`src/rtl/gpr_access_ctrl.sv`:
```
// Sequencer and arbiter for the single-port 8x16 GPR: serialises Ra/Rb reads, exec wait
// and Rd writeback for the datapath, and interleaves a low-rate debug port fairly.
module gpr_access_ctrl #(
  parameter int DATA_WIDTH   = 16,
  parameter int ADDR_WIDTH   = 3,
  parameter int EXEC_TIMEOUT = 15
) (
  input  logic                  Clock,
  input  logic                  Reset,
  input  logic                  OpReq,
  output logic                  OpAck,
  input  logic [ADDR_WIDTH-1:0] RaAddr,
  input  logic [ADDR_WIDTH-1:0] RbAddr,
  input  logic [ADDR_WIDTH-1:0] RdAddr,
  input  logic                  WbEn,
  output logic [DATA_WIDTH-1:0] OpA,
  output logic [DATA_WIDTH-1:0] OpB,
  output logic                  OpsValid,
  input  logic [DATA_WIDTH-1:0] Result,
  input  logic                  ResultValid,
  output logic                  Done,
  output logic                  OpErr,
  input  logic                  DbgReq,
  input  logic                  DbgWrite,
  input  logic [ADDR_WIDTH-1:0] DbgAddr,
  input  logic [DATA_WIDTH-1:0] DbgWData,
  output logic [DATA_WIDTH-1:0] DbgRData,
  output logic                  DbgAck,
  output logic [ADDR_WIDTH-1:0] GprAddress,
  output logic                  GprRead,
  output logic                  GprWrite,
  output logic [DATA_WIDTH-1:0] GprWData,
  input  logic [DATA_WIDTH-1:0] GprRData
);

  localparam int CNT_W = $clog2(EXEC_TIMEOUT + 2);
  localparam logic [CNT_W-1:0] TIMEOUT_VAL = CNT_W'(EXEC_TIMEOUT);

  typedef enum logic [2:0] {IDLE, RD_A, RD_B, EXEC, WB, DBG} state_t;

  state_t                  state_reg, state_next;
  logic [ADDR_WIDTH-1:0]   ra_reg, rb_reg, rd_reg, dbg_addr_reg;
  logic                    wb_en_reg, abort_reg, last_dbg_reg;
  logic                    dbg_write_reg, dbg_ack_reg;
  logic [DATA_WIDTH-1:0]   opa_reg, opb_reg, result_reg;
  logic [DATA_WIDTH-1:0]   dbg_wdata_reg, dbg_rdata_reg;
  logic [CNT_W-1:0]        cnt_reg, cnt_inc;
  logic                    dbg_pend, grant_op, grant_dbg, timeout_hit;

  // The debug requester still holds DbgReq during its ack cycle; that is not a new request.
  assign dbg_pend = DbgReq && !dbg_ack_reg;
  assign cnt_inc  = cnt_reg + CNT_W'(1);

  assign OpA      = opa_reg;
  assign OpB      = opb_reg;
  assign DbgRData = dbg_rdata_reg;
  assign DbgAck   = dbg_ack_reg;

  always_comb begin
    state_next  = state_reg;
    OpAck       = 1'b0;
    OpsValid    = 1'b0;
    Done        = 1'b0;
    OpErr       = 1'b0;
    GprRead     = 1'b0;
    GprWrite    = 1'b0;
    GprAddress  = '0;
    GprWData    = '0;
    grant_op    = 1'b0;
    grant_dbg   = 1'b0;
    timeout_hit = 1'b0;
    case (state_reg)
      IDLE: begin
        // Under contention the side that did not win last time gets the port.
        if (OpReq && (!dbg_pend || last_dbg_reg)) begin
          grant_op   = 1'b1;
          OpAck      = 1'b1;
          state_next = RD_A;
        end else if (dbg_pend) begin
          grant_dbg  = 1'b1;
          state_next = DBG;
        end
      end
      RD_A: begin
        GprRead    = 1'b1;
        GprAddress = ra_reg;
        state_next = RD_B;
      end
      RD_B: begin
        GprRead    = 1'b1;
        GprAddress = rb_reg;
        state_next = EXEC;
      end
      EXEC: begin
        OpsValid = 1'b1;
        if (ResultValid) begin
          state_next = WB;
        end else if ((EXEC_TIMEOUT != 0) && (cnt_inc == TIMEOUT_VAL)) begin
          timeout_hit = 1'b1;
          state_next  = WB;
        end
      end
      WB: begin
        Done  = 1'b1;
        OpErr = abort_reg;
        if (wb_en_reg && (rd_reg != '0) && !abort_reg) begin
          GprWrite   = 1'b1;
          GprAddress = rd_reg;
          GprWData   = result_reg;
        end
        state_next = IDLE;
      end
      DBG: begin
        GprAddress = dbg_addr_reg;
        if (dbg_write_reg) begin
          GprWrite = 1'b1;
          GprWData = dbg_wdata_reg;
        end else begin
          GprRead = 1'b1;
        end
        state_next = IDLE;
      end
      default: state_next = IDLE;
    endcase
  end

  always_ff @(posedge Clock or posedge Reset) begin
    if (Reset) begin
      state_reg     <= IDLE;
      ra_reg        <= '0;
      rb_reg        <= '0;
      rd_reg        <= '0;
      wb_en_reg     <= 1'b0;
      abort_reg     <= 1'b0;
      last_dbg_reg  <= 1'b1;
      dbg_addr_reg  <= '0;
      dbg_write_reg <= 1'b0;
      dbg_wdata_reg <= '0;
      dbg_rdata_reg <= '0;
      dbg_ack_reg   <= 1'b0;
      opa_reg       <= '0;
      opb_reg       <= '0;
      result_reg    <= '0;
      cnt_reg       <= '0;
    end else begin
      state_reg   <= state_next;
      dbg_ack_reg <= (state_reg == DBG);
      cnt_reg     <= (state_reg == EXEC) ? cnt_inc : '0;
      if (grant_op) begin
        ra_reg    <= RaAddr;
        rb_reg    <= RbAddr;
        rd_reg    <= RdAddr;
        wb_en_reg <= WbEn;
        abort_reg <= 1'b0;
      end
      if (grant_dbg) begin
        dbg_addr_reg  <= DbgAddr;
        dbg_write_reg <= DbgWrite;
        dbg_wdata_reg <= DbgWData;
      end
      // Register 0 captures as zero regardless of what the bus carries.
      if (state_reg == RD_A) opa_reg <= (ra_reg == '0) ? '0 : GprRData;
      if (state_reg == RD_B) opb_reg <= (rb_reg == '0) ? '0 : GprRData;
      if (state_reg == EXEC) begin
        if (ResultValid) result_reg <= Result;
        else if (timeout_hit) abort_reg <= 1'b1;
      end
      if (state_reg == WB) last_dbg_reg <= 1'b0;
      if (state_reg == DBG) begin
        last_dbg_reg <= 1'b1;
        if (!dbg_write_reg) dbg_rdata_reg <= (dbg_addr_reg == '0) ? '0 : GprRData;
      end
    end
  end

endmodule

```
`config.mk`:
```
export PLATFORM = sky130hd
export DESIGN_NAME = gpr_access_ctrl
export DESIGN_NICKNAME = d
export VERILOG_FILES = /design/src/rtl/gpr_access_ctrl.sv
export SDC_FILE = /design/constraint.sdc
export NUM_CORES = 1
export LEC_CHECK = 0
export BUFFER_PORTS_ARGS = -buffer_cell sky130_fd_sc_hd__buf_2
export CORE_MARGIN = 10
export CORE_UTILIZATION = 35
export CTS_CLUSTER_SIZE = 25
export DETAILED_ROUTE_END_ITERATION = 12
export RECOVER_POWER = 25
export SLEW_MARGIN = 20
export SYNTH_ARGS = -nofsm -noshare
export SYNTH_HDL_FRONTEND = slang
export SYNTH_SLANG_ARGS = --single-unit
```
`constraint.sdc`:
```
create_clock -name Clock -period 3.55 [get_ports Clock]
set_clock_uncertainty 0.05 [all_clocks]
set_input_delay 0.1775 -clock Clock [delete_from_list [all_inputs] [get_ports Clock]]
set_output_delay 0.1775 -clock Clock [all_outputs]
set_load 0.1 [all_outputs]
```
==> flow_summary.ini <==
[critical_path]
arrival_ns = 2.53
cp.depth = 4
r2r_end = OpB[5]
critical_path_buf_inv_count = 1
worstSetupStartpointType = flip-flop
cp_slowest_cell = and2_1
critical-path-max-stage-delay_ns = 0.62
crit_family = simple AND/OR/NAND/NOR gates
crit_chain = and3b_1 > and2_1 > a22o_1 > buf_2
endpoint_kind = output port
cp_max_fo = 17
rr_startpoint = state_reg[2]
critPathCapture = GprWData[8]
crit_start = state_reg[1]
rr_worst_depth = 4
regToRegSetupSlack_ns = 1.46
worstPathRequired_ns = 3.32
criticalPathCategory = flip-flop to output port

[logic_synthesis]
synthAdderAreaFrac = 0.005745
yosys.area_share.simple = 0.08446
ys_async_sr_fraction = 1.000
synth_xor_area_frac = 0.006033
ys_seq_elements = 105
synth-seq-area-share = 0.6036
synth-edff-count = 0
syn_area_sq_um = 4355
synth.distinct_cells = 42
synth-compound-area-share = 0.1382
synthTopCellsByArea = dfrtp_1 60%, mux2_2 11%, a22o_1 9.9%
ys_warn_count = 0
muxShareOfSynthArea = 0.1189
avgSynthCellArea_sq_um = 13.12
synth.most_common_cell = dfrtp_1
syn-instance-count = 332
synth_flop_cell = dfrtp_1
synth_fp_nets = 401
yosysTopAreaCell = dfrtp_1
synth_top_family_by_area = compound AO/OA/AOI/OAI gates
netlist_top_cells_count = 104 x dfrtp_1, 49 x a22o_1, 44 x mux2_2, 34 x nand2_1, 15 x o21ai_0
synth_top_area_share = 0.5975

[floorplan]
rows = 40
dieHeight_um = 131.6
core_area_sq_um = 12110
die_x_um = 131.6
die_area_sq_um = 17310
initial_core_util = 0.3596
ios = 141

[global_routing]
grt_util_all_layers = 0.1348
grt_overflow = 0
grt_pass1_wl_mm = 19.03
grt_pass1_vias = 3516
antenna_found_initial = 2
grt_max_degree = 87

[timing]
period_minus_slack_ns = 2.760
maxSlewHeadroom = -0.2201
slew_violations = 87
setup_viol = 0
hold_viol = 0
tns_ns = 0
rsz0062_at_grt = no
fmax_ghz = 0.3624
fin_crit_sh = 0.7774
worstMarginPinSlew_ns = 1.826

[place]
gp_congestion = 0.7910
io_buffer_count = 140
dpl.hpwl_mm = 8.494

[worst_hold_path]
hold_class = input port to flip-flop

[cells_and_area]
area_growth_pct = 27.64
drive_gt1_frac = 0.4371
antenna_cells = 0
n_fill_cell = 1158
nNetsFinal = 551

[clock_tree]
clkTransAtPathRegs_ns = 0.07
cts_tree = done
h-tree-depth = 3
numClockSinks = 105
cts-root-buf = clkbuf_16
post-cts-setup-buffer-count = 0
insertion_delay_ns = 0.34
cts_buffers = 9
clockBufferDepth = 2

[detailed_routing]
dr_total_vias = 3203
drc_errors = 0
viasPerCell = 4.905
ant_nets = 0
drt_first_pass_iters = 4
finalWirelength_mm = 11.57
drt-initial-drc-count = 209
routedWlPerCell_um = 17.72

[run_status]
failed_checks = max-capacitance violations, max-slew violations
status = complete, but fails checks

[job]
maxCapViolations = 1
==> worst min path at each step <==
| stage | start | end | slack, ns | cells past startpoint |
|---|---|---|---|---|
| 3_5_place_dp | Result[2] | result_reg[2] | 0.35 | 2 |
| 3_3_place_gp | Result[0] | result_reg[0] | 0.34 | 2 |
| 5_1_grt | Result[6] | result_reg[6] | 0.002 | 2 |
| 4_1_cts | DbgAddr[2] | dbg_addr_reg[2] | 0.0003 | 2 |
| 2_1_floorplan | GprRData[0] | DbgRData[0] | 0.25 | 2 |
| 6_report | DbgWData[14] | dbg_wdata_reg[14] | 0.02 | 2 |
==> area by class of cell <==
cell class	count	area (sq um)	share of cell area
clock buffer	11	252.7	0.04546
clock inverter	3	17.52	0.003151
inverter	6	26.28	0.004727
multi-input combinational	199	1526	0.2746
sequential	105	2629	0.4729
tap	168	210.2	0.03781
timing repair buffer	161	897.1	0.1614
==> per-layer routing <==
layer / track usage / up-vias / share of wire
met5: 0 / - / 0.00061
met2: 0.1955 / 120 / 0.43
met1: 0.1761 / 1574 / 0.47
li1: - / 1492 / -
met3: 0.05450 / 15 / 0.082
met4: 0.05006 / 2 / 0.015
==> timing repair <==
item                                    CTS  global route
hold endpoints to repair                 15             2
hold buffers                             15             1
gates resized for setup                   0             0
endpoints found under the setup margin    0             0
==> metrics by stage <==
stage                     std cells  cell area, sq um  utilization  hold slack, ns  setup WS [ns]
after global placement          623              5141       0.4245          0.3422          1.263
after CTS                       652              5562       0.4592       0.0003199         0.7558
after detailed placement        623              5141       0.4245          0.3473          1.156
final                           653              5559       0.4590         0.01524         0.7903
after global routing            653              5559       0.4590        0.001685         0.6174
after floorplan                 332              4355            -          0.2548       0.007108
==> kinds of logic (layout without fill, tap and decap cells) <==
kind of cell,count (synthesis),count (layout)
xor gates and xnor gates,3,3
and+or+nand+nor,72,72
buffers and inverters,28,181
DFF,105,105
muxes,46,46
adders and majority gates,2,2
AOI/OAI and AO/OA,76,76
==> cell usage in the layout (no fill, tap or decap), types with 2 or more instances in the layout <==
master / synthesis / layout
a221o_1: 3 / 3
a22o_1: 49 / 49
a22oi_1: 3 / 3
and2_1: 2 / 2
buf_2: 6 / 139
buf_4: 5 / 5
clkbuf_16: 0 / 9
clkbuf_8: 0 / 2
clkinv_2: 0 / 2
clkinvlp_4: 0 / 2
dfrtp_1: 104 / 104
dlygate4sd3_1: 0 / 16
ha_1: 2 / 2
inv_1: 5 / 4
mux2_1: 2 / 2
mux2_2: 44 / 44
nand2_1: 34 / 34
nand2_2: 2 / 2
nand2b_1: 2 / 2
nand3_1: 5 / 5
nor2_1: 12 / 12
nor2b_1: 2 / 2
nor3_1: 3 / 3
o21ai_0: 15 / 15
xor2_1: 2 / 2
Power is left out: the tool's default activity adds up to more than one toggle a clock period on the data nets, which glitch-free logic cannot reach.
